**config.mk**
```make
export PLATFORM = sky130hd
export DESIGN_NAME = axi_burst_write_master
export DESIGN_NICKNAME = d
export VERILOG_FILES = /design/src/rtl/axi_dma_pkg.sv /design/src/rtl/burst_len_fifo.sv /design/src/rtl/axi_burst_write_master.sv
export SDC_FILE = /design/constraint.sdc
export NUM_CORES = 1
export LEC_CHECK = 0
export ABC_AREA = 1
export ABC_CLOCK_PERIOD_IN_PS = 5200
export CELL_PAD_IN_SITES_DETAIL_PLACEMENT = 1
export CELL_PAD_IN_SITES_GLOBAL_PLACEMENT = 2
export CORE_MARGIN = 2
export CORE_UTILIZATION = 30
export CTS_BUF_LIST = sky130_fd_sc_hd__clkbuf_8 sky130_fd_sc_hd__clkbuf_16
export DETAILED_ROUTE_END_ITERATION = 8
export PLACE_DENSITY = 0.83
export SETUP_SLACK_MARGIN = 0.4
export SYNTH_ARGS = -nofsm -noshare
export SYNTH_HDL_FRONTEND = slang
export SYNTH_SLANG_ARGS = --single-unit
```
**constraint.sdc**
```tcl
create_clock -name clk -period 5.2 [get_ports clk]
set_input_delay 0.52 -clock clk [delete_from_list [all_inputs] [get_ports clk]]
set_output_delay 0.52 -clock clk [all_outputs]
set_load 0.02 [all_outputs]
```
**src/rtl/axi_dma_pkg.sv**
```systemverilog
// Shared AXI constants, DMA write-path FSM encoding and a width helper.
package axi_dma_pkg;

  localparam logic [1:0] AXI_BURST_INCR = 2'b01;

  localparam logic [1:0] AXI_RESP_OKAY   = 2'b00;
  localparam logic [1:0] AXI_RESP_EXOKAY = 2'b01;
  localparam logic [1:0] AXI_RESP_SLVERR = 2'b10;
  localparam logic [1:0] AXI_RESP_DECERR = 2'b11;

  localparam int unsigned AXI_4KB = 4096;

  typedef enum logic [1:0] {
    StIdle,
    StRun,
    StDrain
  } wr_state_e;

  // Bit width needed to index v entries, never less than one.
  function automatic int unsigned clog2_w(input int unsigned v);
    return (v <= 1) ? 1 : $clog2(v);
  endfunction

endpackage

```
**src/rtl/burst_len_fifo.sv**
```systemverilog
// Synchronous FIFO holding {beats, tail strobe} for AW-accepted bursts awaiting W data.
module burst_len_fifo
  import axi_dma_pkg::*;
#(
  parameter int unsigned Depth = 4,
  parameter int unsigned Width = 13
) (
  input  logic             clk_i,
  input  logic             rst_ni,
  input  logic             push_i,
  input  logic [Width-1:0] wdata_i,
  input  logic             pop_i,
  output logic [Width-1:0] rdata_o,
  output logic             full_o,
  output logic             empty_o
);

  localparam int unsigned PtrW = clog2_w(Depth);
  localparam int unsigned CntW = clog2_w(Depth + 1);

  logic [PtrW-1:0]  wr_ptr_q, wr_ptr_d;
  logic [PtrW-1:0]  rd_ptr_q, rd_ptr_d;
  logic [CntW-1:0]  cnt_q, cnt_d;
  logic [Width-1:0] mem_q [Depth];
  logic             do_push, do_pop;

  assign full_o  = (cnt_q == CntW'(Depth));
  assign empty_o = (cnt_q == '0);
  assign do_pop  = pop_i && !empty_o;
  // A pop frees the slot, so a push is still accepted when full.
  assign do_push = push_i && (!full_o || do_pop);
  assign rdata_o = mem_q[rd_ptr_q];

  always_comb begin
    wr_ptr_d = wr_ptr_q;
    rd_ptr_d = rd_ptr_q;
    if (do_push) begin
      wr_ptr_d = (wr_ptr_q == PtrW'(Depth - 1)) ? '0 : wr_ptr_q + 1'b1;
    end
    if (do_pop) begin
      rd_ptr_d = (rd_ptr_q == PtrW'(Depth - 1)) ? '0 : rd_ptr_q + 1'b1;
    end
    cnt_d = cnt_q + CntW'(do_push) - CntW'(do_pop);
  end

  always_ff @(posedge clk_i or negedge rst_ni) begin
    if (!rst_ni) begin
      wr_ptr_q <= '0;
      rd_ptr_q <= '0;
      cnt_q    <= '0;
    end else begin
      wr_ptr_q <= wr_ptr_d;
      rd_ptr_q <= rd_ptr_d;
      cnt_q    <= cnt_d;
    end
  end

  always_ff @(posedge clk_i) begin
    if (do_push) begin
      mem_q[wr_ptr_q] <= wdata_i;
    end
  end

endmodule

```
**src/rtl/axi_burst_write_master.sv**
```systemverilog
// AXI4 write master: splits a byte-length transfer into INCR bursts and streams FIFO data.
module axi_burst_write_master
  import axi_dma_pkg::*;
#(
  parameter int unsigned C_M_AXI_ADDR_WIDTH = 32,
  parameter int unsigned C_M_AXI_DATA_WIDTH = 32,
  parameter int unsigned C_MAX_BURST_BEATS  = 16,
  parameter int unsigned C_MAX_OUTSTANDING  = 4
) (
  input  logic                            clk,
  input  logic                            reset_n,
  input  logic                            i_start,
  input  logic [C_M_AXI_ADDR_WIDTH-1:0]   i_dst_addr,
  input  logic [31:0]                     i_total_len,
  output logic                            o_busy,
  output logic                            o_write_done,
  output logic                            o_error,
  input  logic                            i_fifo_empty,
  output logic                            o_fifo_rd_en,
  input  logic [C_M_AXI_DATA_WIDTH-1:0]   i_w_data,
  output logic [C_M_AXI_ADDR_WIDTH-1:0]   m_axi_awaddr,
  output logic [7:0]                      m_axi_awlen,
  output logic [2:0]                      m_axi_awsize,
  output logic [1:0]                      m_axi_awburst,
  output logic                            m_axi_awvalid,
  input  logic                            m_axi_awready,
  output logic [C_M_AXI_DATA_WIDTH-1:0]   m_axi_wdata,
  output logic [C_M_AXI_DATA_WIDTH/8-1:0] m_axi_wstrb,
  output logic                            m_axi_wlast,
  output logic                            m_axi_wvalid,
  input  logic                            m_axi_wready,
  input  logic [1:0]                      m_axi_bresp,
  input  logic                            m_axi_bvalid,
  output logic                            m_axi_bready
);

  localparam int unsigned AW     = C_M_AXI_ADDR_WIDTH;
  localparam int unsigned BYTES  = C_M_AXI_DATA_WIDTH / 8;
  localparam int unsigned BYTE_W = $clog2(BYTES);
  localparam int unsigned QW     = 9 + BYTES;
  localparam int unsigned OUT_W  = $clog2(C_MAX_OUTSTANDING + 1);
  localparam logic [12:0] MAX_BYTES = 13'(C_MAX_BURST_BEATS * BYTES);
  localparam logic [12:0] BOUNDARY  = 13'(AXI_4KB);

  wr_state_e        state_q, state_d;
  logic [AW-1:0]    addr_q, addr_d;
  logic [31:0]      rem_q, rem_d;
  logic [OUT_W-1:0] outstanding_q, outstanding_d;
  logic             error_q, error_d;
  logic             done_q, done_d;

  logic             awvalid_q, awvalid_d;
  logic [AW-1:0]    awaddr_q, awaddr_d;
  logic [7:0]       awlen_q, awlen_d;
  logic [12:0]      aw_bytes_q, aw_bytes_d;
  logic [8:0]       aw_beats_q, aw_beats_d;
  logic [BYTES-1:0] aw_strb_q, aw_strb_d;

  logic             w_active_q, w_active_d;
  logic [8:0]       w_beat_q, w_beat_d;
  logic [8:0]       w_beats_q, w_beats_d;
  logic [BYTES-1:0] w_strb_q, w_strb_d;

  logic [12:0]      to_4k, max_or_4k, burst_bytes;
  logic [8:0]       burst_beats;
  logic [BYTE_W-1:0] tail_rem;
  logic [BYTES-1:0] burst_strb;

  logic             aw_hs, w_hs, b_hs, w_last, wvalid;
  logic             q_pop, q_full, q_empty;
  logic [QW-1:0]    q_rdata;

  // Burst size is the tightest of remaining bytes, max burst and distance to 4KB.
  always_comb begin
    to_4k       = BOUNDARY - {1'b0, addr_q[11:0]};
    max_or_4k   = (to_4k < MAX_BYTES) ? to_4k : MAX_BYTES;
    burst_bytes = (rem_q < {19'd0, max_or_4k}) ? rem_q[12:0] : max_or_4k;
    burst_beats = 9'((burst_bytes + 13'(BYTES - 1)) >> BYTE_W);
    tail_rem    = burst_bytes[BYTE_W-1:0];
    for (int unsigned i = 0; i < BYTES; i++) begin
      burst_strb[i] = (tail_rem == '0) || (BYTE_W'(i) < tail_rem);
    end
  end

  assign aw_hs = awvalid_q && m_axi_awready;
  assign b_hs  = m_axi_bvalid && m_axi_bready;

  always_comb begin
    state_d    = state_q;
    addr_d     = addr_q;
    rem_d      = rem_q;
    error_d    = error_q;
    done_d     = 1'b0;
    awvalid_d  = awvalid_q;
    awaddr_d   = awaddr_q;
    awlen_d    = awlen_q;
    aw_bytes_d = aw_bytes_q;
    aw_beats_d = aw_beats_q;
    aw_strb_d  = aw_strb_q;
    unique case (state_q)
      StIdle: begin
        if (i_start) begin
          error_d = 1'b0;
          if (i_dst_addr[BYTE_W-1:0] != '0) begin
            error_d = 1'b1;
            done_d  = 1'b1;
          end else if (i_total_len == 32'd0) begin
            done_d = 1'b1;
          end else begin
            addr_d  = i_dst_addr;
            rem_d   = i_total_len;
            state_d = StRun;
          end
        end
      end
      StRun: begin
        if (aw_hs) begin
          addr_d    = addr_q + AW'(aw_bytes_q);
          rem_d     = rem_q - 32'(aw_bytes_q);
          awvalid_d = 1'b0;
          if (rem_q == 32'(aw_bytes_q)) begin
            state_d = StDrain;
          end
        end else if (!awvalid_q && rem_q != 32'd0 &&
                     outstanding_q < OUT_W'(C_MAX_OUTSTANDING) && !q_full) begin
          awvalid_d  = 1'b1;
          awaddr_d   = addr_q;
          awlen_d    = 8'(burst_beats - 9'd1);
          aw_bytes_d = burst_bytes;
          aw_beats_d = burst_beats;
          aw_strb_d  = burst_strb;
        end
      end
      StDrain: begin
        if (outstanding_q == '0 && !w_active_q && q_empty) begin
          state_d = StIdle;
          done_d  = 1'b1;
        end
      end
      default: state_d = StIdle;
    endcase
    if (b_hs && m_axi_bresp != AXI_RESP_OKAY) begin
      error_d = 1'b1;
    end
    outstanding_d = outstanding_q + OUT_W'(aw_hs) - OUT_W'(b_hs);
  end

  // W engine: loads one queued burst at a time, independent of the AW side.
  assign wvalid = w_active_q && !i_fifo_empty;
  assign w_hs   = wvalid && m_axi_wready;
  assign w_last = w_active_q && (w_beat_q == w_beats_q - 9'd1);

  always_comb begin
    w_active_d = w_active_q;
    w_beat_d   = w_beat_q;
    w_beats_d  = w_beats_q;
    w_strb_d   = w_strb_q;
    q_pop      = 1'b0;
    if (!w_active_q) begin
      if (!q_empty) begin
        q_pop      = 1'b1;
        w_active_d = 1'b1;
        w_beat_d   = '0;
        w_beats_d  = q_rdata[QW-1:BYTES];
        w_strb_d   = q_rdata[BYTES-1:0];
      end
    end else if (w_hs) begin
      if (w_last) begin
        w_active_d = 1'b0;
      end else begin
        w_beat_d = w_beat_q + 9'd1;
      end
    end
  end

  burst_len_fifo #(
    .Depth (C_MAX_OUTSTANDING),
    .Width (QW)
  ) u_burst_q (
    .clk_i   (clk),
    .rst_ni  (reset_n),
    .push_i  (aw_hs),
    .wdata_i ({aw_beats_q, aw_strb_q}),
    .pop_i   (q_pop),
    .rdata_o (q_rdata),
    .full_o  (q_full),
    .empty_o (q_empty)
  );

  always_ff @(posedge clk or negedge reset_n) begin
    if (!reset_n) begin
      state_q       <= StIdle;
      addr_q        <= '0;
      rem_q         <= '0;
      outstanding_q <= '0;
      error_q       <= 1'b0;
      done_q        <= 1'b0;
      awvalid_q     <= 1'b0;
      awaddr_q      <= '0;
      awlen_q       <= '0;
      aw_bytes_q    <= '0;
      aw_beats_q    <= '0;
      aw_strb_q     <= '0;
      w_active_q    <= 1'b0;
      w_beat_q      <= '0;
      w_beats_q     <= '0;
      w_strb_q      <= '0;
    end else begin
      state_q       <= state_d;
      addr_q        <= addr_d;
      rem_q         <= rem_d;
      outstanding_q <= outstanding_d;
      error_q       <= error_d;
      done_q        <= done_d;
      awvalid_q     <= awvalid_d;
      awaddr_q      <= awaddr_d;
      awlen_q       <= awlen_d;
      aw_bytes_q    <= aw_bytes_d;
      aw_beats_q    <= aw_beats_d;
      aw_strb_q     <= aw_strb_d;
      w_active_q    <= w_active_d;
      w_beat_q      <= w_beat_d;
      w_beats_q     <= w_beats_d;
      w_strb_q      <= w_strb_d;
    end
  end

  assign o_busy        = (state_q != StIdle);
  assign o_write_done  = done_q;
  assign o_error       = error_q;
  assign o_fifo_rd_en  = w_hs;
  assign m_axi_awaddr  = awaddr_q;
  assign m_axi_awlen   = awlen_q;
  // Fixed AW fields are only driven alongside awvalid so every output idles at zero.
  assign m_axi_awsize  = awvalid_q ? 3'(BYTE_W) : 3'd0;
  assign m_axi_awburst = awvalid_q ? AXI_BURST_INCR : 2'b00;
  assign m_axi_awvalid = awvalid_q;
  assign m_axi_wvalid  = wvalid;
  assign m_axi_wdata   = wvalid ? i_w_data : '0;
  assign m_axi_wlast   = w_last;
  assign m_axi_wstrb   = !w_active_q ? '0 : (w_last ? w_strb_q : '1);
  assign m_axi_bready  = (state_q == StRun) || (state_q == StDrain);

endmodule

```
# --- Word-level counts from Yosys, hierarchy flattened ---
# Memory sizes are Yosys's and may differ from the RTL's. A register that Yosys moved wholly into a read port is not among the register bits.
# Index checks and enable logic that the tools add are counted.
totals:
  out_inout_bits: 89
  memories: 1
  latchBits: 0
  romBits: 0
  ff_bits: 155
  mem_bits_rw: 52
memory_table:
  columns: ["name", "depth", "width", "read_ports", "rd_ports_with_merged_regs", "wr", "line", "source"]
  rows:
  - ["u_burst_q.mem_q", 4, 13, 1, 1, 1, "burst_len_fifo.sv:24", "logic [Width-1:0] mem_q [Depth];"]
op_classes:
  muxes: 48
  n_shift: 0
  n_eq_ne: 16
  multipliers: 0
  magnitude_cmp: 7
  n_div: 0
  bitwise_logic: 3
  reduce_logical: 45
  add_sub_neg: 13
ops:
  columns: ["operator", "count"]
  rows:
  - ["32-bit 2-to-1 mux", 9]
  - ["32-bit one-hot mux with 2 select lines", 2]
  - ["9-bit 2-to-1 mux", 4]
  - ["32-bit by 13-bit adder with 32-bit output", 1]
  - ["32-bit by 13-bit == test with 1-bit output", 1]
  - ["32-bit logical NOT", 1]
  - ["32-bit by 13-bit < comparator with 1-bit output", 1]
  - ["32-bit nonzero test", 1]
  - ["32-bit by 13-bit subtractor with 32-bit output", 1]
  - ["13-bit 2-to-1 mux", 2]
  - ["1-bit 2-to-1 mux", 18]
  - ["2-bit 2-to-1 mux", 9]
  - ["2-bit inequality test, second input constant", 9]
  - ["2-bit nonzero test", 7]
  - ["1-bit logical AND", 13]
  - ["13-bit by 7-bit < comparator with 1-bit output, second input constant", 1]
  - ["13-bit by 12-bit subtractor with 13-bit output, first input constant", 1]
  - ["11-bit by 2-bit adder with 11-bit output, second input constant", 1]
  - ["9-bit by 1-bit adder with 9-bit output, second input constant", 1]
  - ["9-bit == test", 1]
  - ["9-bit by 1-bit subtractor with 9-bit output, second input constant", 1]
  - ["4-bit 2-to-1 mux", 2]
  - ["8-bit by 1-bit subtractor with 8-bit output, second input constant", 1]
  - ["3-bit by 1-bit adder with 3-bit output", 2]
  - ["19 further kinds", 42]

# --- Logic depth before layout (Yosys ltp) ---
# Gate-level depths: netlist of the first run.
logic_depth:
  ltp_word: 8
  ltp_mapped: 30

# --- By module ---
# Synthesis of the first run repeated with hierarchy kept, for this count alone.
hier_totals:
  hier_cells: 1629
  hier_area_um2: 13007.5
modules_own_cells:
  columns: ["mod", "cells_per_inst", "n_inst", "area_each_um2"]
  rows:
  - ["axi_burst_write_master", 1432, 1, 10576.4]
  - ["burst_len_fifo", 197, 1, 2431.1]

# --- Worst setup path after synthesis of the first run ---
# OpenSTA, ideal clock, no wires.
synth_path:
  kind: "reg-to-reg"
  startpoint: "register addr_q[0]"
  endpoint: "register awlen_q[4], in the netlist m_axi_awlen[4]"
  required_ps: 5081
  arrival_ps: 3280
  path_buffers: 0
  stages_incl_launch_ff: 25
  path_slack_ps: 1801
  cell_sequence: "dfrtp_1 -> inv_1 -> ha_1 -> nand3_1 -> a21oi_1 -> nand2_1 -> nor2_1 -> inv_1 -> ha_1 -> a21oi_1 -> nor2_1 -> a211oi_1 -> nand2_1 -> nand2_2 -> nand2_4 -> nand2_2 -> nand2_2 -> nor2_4 -> nand2_4 -> nand2_1 -> ha_1 -> nand2_1 -> o21ai_1 -> nand3_1 -> o21a_1"
synth_via:
  elab_chain_len: 7
synth_lines:
  columns: ["element", "line", "source"]
  rows:
  - ["start: declaration", "axi_burst_write_master.sv:46", "logic [AW-1:0] addr_q, addr_d;"]
  - ["start signal: assignment", "axi_burst_write_master.sv:210", "addr_q <= addr_d;"]
  - ["13-bit by 12-bit subtractor with 13-bit output *", "axi_burst_write_master.sv:75", "to_4k = BOUNDARY - {1'b0, addr_q[11:0]};"]
  - ["13-bit by 7-bit < comparator with 1-bit output", "axi_burst_write_master.sv:76", "max_or_4k = (to_4k < MAX_BYTES) ? to_4k : MAX_BYTES;"]
  - ["13-bit 2-to-1 mux *", "axi_burst_write_master.sv:76", null]
  - ["32-bit by 13-bit < comparator with 1-bit output", "axi_burst_write_master.sv:77", "burst_bytes = (rem_q < {19'd0, max_or_4k}) ? rem_q[12:0] : max_or_4k;"]
  - ["13-bit 2-to-1 mux *", "axi_burst_write_master.sv:77", null]
  - ["11-bit by 2-bit adder with 11-bit output *", "axi_burst_write_master.sv:78", "burst_beats = 9'((burst_bytes + 13'(BYTES - 1)) >> BYTE_W);"]
  - ["8-bit by 1-bit subtractor with 8-bit output *", "axi_burst_write_master.sv:128", "awlen_d = 8'(burst_beats - 9'd1);"]
  - ["end signal: assignment", "axi_burst_write_master.sv:217", "awlen_q <= awlen_d;"]
  - ["end: declaration", "axi_burst_write_master.sv:54", "logic [7:0] awlen_q, awlen_d;"]
# Every way passes the cells marked *; elsewhere a longest branch is shown, timed or not.
# A chain may end at the register's enable or synchronous reset.

# --- Final worst setup path of the first run ---
# Same ends and word-level chain as after synthesis.

==> results by stage, run 1 <==
Outcome:
- The run finished with clean final reports.

Yosys:
- After synthesis, the largest area contributor takes up 32.7% of total cell area.
- Summed over all instances, the cell type with the most area after synthesis is dfrtp_1.
- The per-instance average area after synthesis is 8.03 sq um.
- The async set or reset register ratio after synthesis is 76.4%.
- Sequential elements use 44.8% of the synthesized area.
- The synthesized netlist occupies a cell area of 12900 sq um.
- Synthesis inferred 220 register bits.
- In this run, synthesis inferred 52 flip-flops with an integrated enable.
- The warning count from the yosys run is 0.
- Counting distinct cell types in the post-synthesis netlist gives 54.
- The leading register cell type out of synthesis is dfrtp_1.
- The gate count of the mapped netlist is 1601.
- Sorting the synthesized cells by area gives the leading types as dfrtp_1 (33%), edfxtp_1 (12%), nand2_1 (8.4%).

Timing:
- Timing would allow up to 235 MHz.
- The number of hold violations in the final report is 0.
- In the post-route analysis, the smallest setup slack over all paths is 0.936 ns.
- Measured against its own limit, the worst slew margin works out to 29.1%.
- Setup repair after global routing left no endpoint under its margin.
- For the pin with the worst max-slew slack, the measured transition is 1.06 ns.
- Adding up every negative setup slack in the final design gives 0 ns.
- The final worst-path cycle share is 82.0%.
- The setup violation total in the final timing report is 0.
- The minimum clock period after layout is 4.26 ns.
- Between clock sinks in the finished design, the worst skew comes to 0.0145 ns.
- The final number of max-transition violations is 0.

Drt:
- The number of nets still failing antenna checks after routing is 0.
- In the routed design, unresolved DRC markers number 0.
- The number of search-and-repair iterations in the first detailed-routing pass is 4.
- In the routed layout, each cell is associated on average with a via count of 4.86.
- The overall via count from detail_route is 11353.
- After detailed routing, the average wire length per cell comes to 17.1 um.
- The detailed router's first-iteration violation count is 488.
- Wires add up to 39900 um.

Worst setup path:
- The top fanout value on the critical path is 15.
- The worst setup path is launched from a flip-flop.
- The total buffers and inverters traversed by the critical path is 2.
- The path type of the worst setup path is reg2reg.
- Counting stages on the worst path, the most repeated cell is nand2_1.
- The critical path goes through inv_1, ha_1, nand3_1, a21oi_1, nand2_1, nor2_1, inv_1, ha_1, a21oi_1, nor2_1, a211oi_1, nand2_1, nand2_2, nand2_4, nand2_1, nand2_2, nand2_4, nand2_1, nand2_1, ha_1, nand2_1, o21ai_1, nand3_1, o21a_1.
- For the worst flop-to-flop path, the logic depth is 24.
- The kind of cell adding the most delay to the critical path is simple AND/OR/NAND/NOR gates.
- The cell with the largest stage delay on the worst path is dfrtp_1.
- The depth of the critical timing path with buffers and inverters included is 24.
- The largest single stage delay on the critical path is 0.41 ns.
- The worst setup path is captured at a flip-flop.
- The critical path required time is 5.64 ns.
- At the worst endpoint, the arrival time is 4.70 ns.

Global route:
- The number of antenna violations at the first check in global routing is 0.
- The first global-routing pass estimated 64200 um of wire.
- The total overflow left after global routing is 0.
- The number of global-route vias before repair is 11961.
- Global routing used 18.1% of the available tracks across all layers.
- The pin count of the biggest net entering global routing is 169.

Floorplan:
- The initial utilization of the core area, before any placement, comes to 30.5%.
- The floorplan die height is 211 um.
- Row generation in the floorplan step produced 75 rows.
- The die extent in x is 211 um.
- The die covers 44500 sq um.
- The number of top-level design ports is 194.
- The standard cell core area is 42100 sq um.

Hold path:
- The worst min-delay path class is in2async.

Final layout:
- The fraction of the core area covered by cells at the end of the flow is 38.5%.
- Of the cells placed in the final design, the portion with a size suffix greater than 1 is 6.84%.
- In the final design database the tool counted 1942 nets.
- Relative to the synthesized area, the layout overhead comes to 26.2%.
- Once layout is complete, the cells apart from fillers number 2338.
- The repair_antennas step left the layout with diodes totalling 0.

Power and ir drop:
- For this design the static power due to leakage is 0.00718 uW.
- The power density over cell area is 566 nW/um^2.
- The worst-case vdd ir drop is 0.252 mV.
- The completed layout was analyzed and its total power is 9180 uW.

Run:
- The max capacitance violation total is 0.

Clocking:
- Counting every sink on the clock net gives 220.
- The number of buffers inserted for hold repair after clock tree synthesis is 0.
- In this run the number of H-tree levels came out at 1.
- TritonCTS built the clock tree.
- The tree is rooted in a clkbuf_16.
- The post-cts sizing count is 0.
- Counting the buffers created by CTS gives 28.
- The largest buffer count on any clock path is 3.
- After clock tree synthesis, the setup repair step added 0 buffers.
- Clock-pin slew was measured on the worst setup and hold paths at 0.06 ns.
- The later-pin clock latency in the skew report is 0.56 ns.

Place:
- The half-perimeter wire length of the detailed placement result is 29600 um.
- Counting tap cells, the placed design contains a total of 2286 instances.
- The number of input and output port buffers inserted is 190.
- The setup slack after placement is 0.943 ns.
- Routability-driven placement finished with a final weighted congestion of 0.851.
==> cells in the final DEF (no fill, tap or decap), types with 6 or more instances in the layout <==
cell             count
nand2_1            288
inv_1              202
nor2_1             197
clkdlybuf4s50_1    189
o21ai_0            187
dfrtp_1            168
a21oi_1             68
ha_1                55
edfxtp_1            52
nand3_1             50
xor2_1              43
clkbuf_16           29
nor3_1              24
o22ai_1             24
nand4_1             22
o211ai_1            16
o21ai_1             14
nor4_1              13
nand2_2             12
buf_4               12
inv_2               11
xnor2_1             10
nor2_2               9
conb_1               9
clkinv_2             7
a31oi_1              6
a22oi_1              6
==> power by group <==
part / leakage, uW / switching (uW) / internal, uW
clock: 0.000458 / 790 / 1120
combinational: 0.00414 / 2650 / 1590
sequential: 0.00257 / 582 / 2450
==> routing by layer <==
layer	vias up	GRT usage [%]	part of all wire (%)
li1	5614	-	-
met1	5515	22.4	44
met2	177	32.8	50
met3	47	2.71	3.8
met4	0	4.30	2.2
met5	-	0	0
==> final timing paths <==
path                                     to             start  slack (ns)
max                          m_axi_awlen[4]         addr_q[0]        0.94
min                              w_active_q           reset_n        0.09
max reg2reg                  m_axi_awlen[4]         addr_q[0]        0.94
min reg2reg                m_axi_awaddr[14]  m_axi_awaddr[14]        0.47
max in group asynchronous         rem_q[23]           reset_n        4.26
min in group clk           m_axi_awaddr[14]  m_axi_awaddr[14]        0.47
==> cells by family after synthesis <==
kind of cell | synth area share (%)
adders and majority gates | 6.07
and+or+nand+nor | 22.0
xor gates and xnor gates | 3.61
DFF | 44.8
other | 0.0584
AOI/OAI and AO/OA | 15.1
buffers and inverters | 8.34
==> registers in the layout, indices dropped and copies added (netlist names), 2 cells and up <==
register and cells:
aw_strb_q 4, w_beat_q 9, state_q 2, w_strb_q 4, m_axi_awaddr 32, aw_beats_q 9, addr_q 32, rem_q 32
u_burst_q.cnt_q 3, w_beats_q 9, outstanding_q 3, m_axi_awlen 8, u_burst_q.mem_q 52, u_burst_q.rd_ptr_q 2, aw_bytes_q 13, u_burst_q.wr_ptr_q 2
==> cells in the mapped netlist, types with 13 or more instances <==
master	count
nand2_1	288
inv_1	198
nor2_1	198
o21ai_0	187
dfrtp_1	168
a21oi_1	69
ha_1	56
edfxtp_1	52
nand3_1	50
clkbuf_1	43
xor2_1	43
nor3_1	24
o22ai_1	24
nand4_1	22
o211ai_1	16
o21ai_1	14
nor4_1	13
==> final cells by class <==
cell class	instances	area, sq um
fill	5091	25900
tap	539	674
clock inverter	22	164
clock buffer	30	739
multi-input combinational	1114	6070
sequential	220	5770
timing repair buffer	204	2030
inverter	209	786
==> worst register-to-register path: stages (launching register included) <==
cell	delay [ns]
dfrtp_1	0.41
inv_1	0.16
ha_1	0.23
nand3_1	0.12
a21oi_1	0.18
nand2_1	0.20
nor2_1	0.18
inv_1	0.11
ha_1	0.30
a21oi_1	0.16
nor2_1	0.06
a211oi_1	0.16
nand2_1	0.09
nand2_2	0.23
nand2_4	0.21
nand2_1	0.15
nand2_2	0.11
nand2_4	0.15
nand2_1	0.11
nand2_1	0.14
ha_1	0.21
nand2_1	0.11
o21ai_1	0.15
nand3_1	0.08
o21a_1	0.11
==> stage by stage <==
step / cell area, sq um / hold WS [ns]
after floorplan: 12900 / 0.224
after global placement: 15300 / 0.463
after detailed placement: 15300 / 0.466
after CTS: 16200 / 0.190
after global routing: 16200 / 0.195
final: 16200 / 0.0945
Power figures use the tool's default switching activity.
==> run 2: changes to the inputs <==
Settings changed: ABC_CLOCK_PERIOD_IN_PS 5200 to 4400.
Clock period 5.2 ns to 4.4 ns, I/O delays scaled along.
==> run 2 against run 1 <==
  * The flow now finishes with violations (negative hold slack)
  * Critical path depth down 10
  * Non-clock buffer count grew 11
  * Sequential power up 18%
  * Register-to-register slack lost 0.25 ns
  * Clock skew is 0.0016 ns higher
  * Combinational power increased by 19%
  * Worst hold slack got worse by 0.11 ns
  * Clock-buffer cell count is 2 lower
  * Sequential share of layout area is 0.098 points lower
  * First-iteration DRC count shrank 6.6%
  * Wire length up 0.66%
  * Critical endpoint is now m_axi_wstrb[3]
==> results by stage, run 2 (synthesis gave the netlist of run 1 again) <==
Drt:
- The total detailed-routing wirelength is 40200 um.
- The total met3 wirelength after detailed routing is 1390 um.
- The met2 wire length is 20200 um.
- The highest routed metal layer is met5.
- Across all layers, the routed design uses 11340 vias.
- The post-route met1 wirelength is 17800 um.
- In the routed design, unresolved DRC markers number 0.
- Once detail routing completed, the nets flagged for antenna violations numbered 0.
- The routed length per instance is 17.2 um.
- The first TritonRoute pass finished after 5 iterations.
- In this run, the number of DRC markers left after iteration 0 of detailed routing was 456.
- Using the TritonRoute via totals, the vias-per-cell ratio works out to 4.84.

Floorplan:
- The die covers 44500 sq um.
- The floorplan die height is 211 um.
- The row count is 75.
- 194 I/O pins were placed.
- The floorplan step set the die width to 211 um.
- The standard cell core area is 42100 sq um.
- The effective utilization at floorplan is 30.5%.

Place:
- The number of input and output port buffers inserted is 190.
- The half-perimeter wire length of the detailed placement result is 30300 um.
- At the end of routability-driven placement, the weighted congestion stood at 0.846.

Timing:
- The number of hold violations in the final report is 11.
- The minimum hold slack is -0.0196 ns.
- The total negative setup slack is 0 ns.
- Setup repair after global routing could not meet its margin everywhere.
- The worst path uses 84.9% of the clock period.
- The setup violation total in the final timing report is 0.
- The final number of max-transition violations is 0.
- For the final database, setup skew stands at 0.0161 ns.
- The highest clock frequency the design can meet is 268 MHz.
- The minimum clock period after layout is 3.73 ns.
- The normalized max-slew margin is 34.4%.
- The transition time at the pin with the least slew margin is 0.984 ns.

Hold path:
- The worst min-delay path class is in2async.

Final layout:
- In the final layout, the share of cells above drive strength 1 is 7.87%.
- The library cell used most frequently in the layout, excluding fill and tap cells, is nand2_1.
- The post-synthesis to final-layout area growth is 26.5%.
- The top register by number of flip-flops is u_burst_q.mem_q.
- The flip-flop count of the largest register, all copies and words added is 52.
- At the end of the flow, the number of nets in the layout was 1952.
- The count of inserted antenna diode cells is 0.
- The top cell types in the final layout, fill and taps aside, are nand2_1 (283), inv_1 (201), nor2_1 (196).

Outcome:
- The flow ran to the end, but the final reports show violations.
- The checks that failed: negative hold slack.

Run:
- The tool flagged a number of max-cap violations equal to 0.

Worst setup path:
- STA classifies the critical path startpoint as a flip-flop.
- The top fanout value on the critical path is 4.
- Across all register-to-register paths, the minimum setup slack is 0.69 ns.
- The capturing element type of the critical path is a primary output.
- The critical path required time is 3.96 ns.
- For the worst setup path, the data arrival time is 3.29 ns.
- The worst setup path is of the reg2out kind.

Global route:
- The overflow left after global routing is 0.
- The first global-routing pass estimated 64100 um of wire.
- The total track usage is 18.1%.
- Entering global routing, the biggest net connects 85 pins.
- The number of global-route vias before repair was 11958.
- The number of antenna violations at the first check in global routing came to 1.

Power and ir drop:
- The worst-case IR drop observed on VDD is 0.371 mV.
- For this design the ratio of total power to cell area is 658 nW/um^2.
- The leakage power total is 0.00720 uW.

Clocking:
- The clock tree from TritonCTS is done.
- Counting along the longest clock path gives a buffer depth of 3.
- The number of clock buffers added by TritonCTS is 27.
- The cell chosen for the clock root is clkbuf_16.
- The later-pin clock latency in the skew report is 0.55 ns.
- The tree built by TritonCTS fans out to 220 sinks.
- In this run the number of H-tree levels came out at 1.
- After clock tree synthesis, the clock-pin slew on the worst setup and hold paths is 0.06 ns.
- The number of buffers inserted for hold repair after clock tree synthesis is 0.
-- run 2: cell types whose count changed in the layout (fill, tap and decap cells not counted), moves of 2 or more --
cell             delta
buf_4              +10
nand2_1             -5
nand2_2             +4
clkdlybuf4s50_1     -3
dlymetal6s2s_1      +3
clkbuf_16           -2
clkinv_1            -2
ha_1                -2
ha_2                +2
inv_2               +2
-- run 2: area by class of cell --
cell class,instances,area [sq um]
fillers,5028,25900
inverters,209,786
clock inverters,18,118
multi-input cells,1114,6110
well taps,539,674
flip-flops and latches,220,5770
clock buffers,28,689
repair buffers,215,2130
-- run 2: report_power, final --
| part | internal (uW) | total (uW) | switching [uW] |
|---|---|---|---|
| clock | 1180 | 2080 | 896 |
| combinational | 1900 | 5040 | 3140 |
| sequential | 2890 | 3590 | 693 |
| total | 5970 | 10700 | 4730 |
-- run 2: routing by layer --
layer / global-route usage, % / up-vias
met5: 0 / -
met4: 3.74 / 2
met3: 2.69 / 42
met2: 33.3 / 172
met1: 22.2 / 5493
li1: - / 5631
-- run 2: final timing paths --
check / startpoint / endpoint / depth (start not counted)
worst max-delay path: w_beats_q[0] / m_axi_wstrb[3] / 14
worst min-delay path: reset_n / w_beat_q[4] / 1
worst max register to register: addr_q[1] / m_axi_awlen[4] / 24
worst min register to register: m_axi_awaddr[14] / m_axi_awaddr[14] / 2
max in group asynchronous: reset_n / m_axi_awaddr[25] / 2
min in group clk: m_axi_awaddr[14] / m_axi_awaddr[14] / 2
-- run 2: metrics by stage --
stage | setup WS, ns | cells | util [%] | area, sq um | power, uW
after floorplan | 1.00 | 1608 | - | 12900 | 6810
after global placement | 0.372 | 2288 | 36.4 | 15300 | 8520
after detailed placement | 0.186 | 2288 | 36.4 | 15300 | 8680
after CTS | 0.426 | 2335 | 38.4 | 16200 | 10800
after global routing | 0.397 | 2343 | 38.6 | 16300 | 11600
final | 0.665 | 2343 | 38.6 | 16300 | 10700
-- run 2: timing repair --
action,in CTS,in global routing
gates resized for setup,4,15
pin swaps,0,4
setup buffers,1,8
setup endpoints to repair,6,13
-- run 2: critical path: stages, from the launching register on --
cell,delay [ns]
dfrtp_1,0.39
inv_1,0.13
ha_1,0.21
nand3_1,0.16
nor3_2,0.19
nand2_1,0.08
nor2_1,0.19
xor2_1,0.17
inv_1,0.05
nor4_1,0.14
and2_1,0.22
inv_1,0.09
o21ai_0,0.14
inv_1,0.05
clkdlybuf4s50_1,0.53
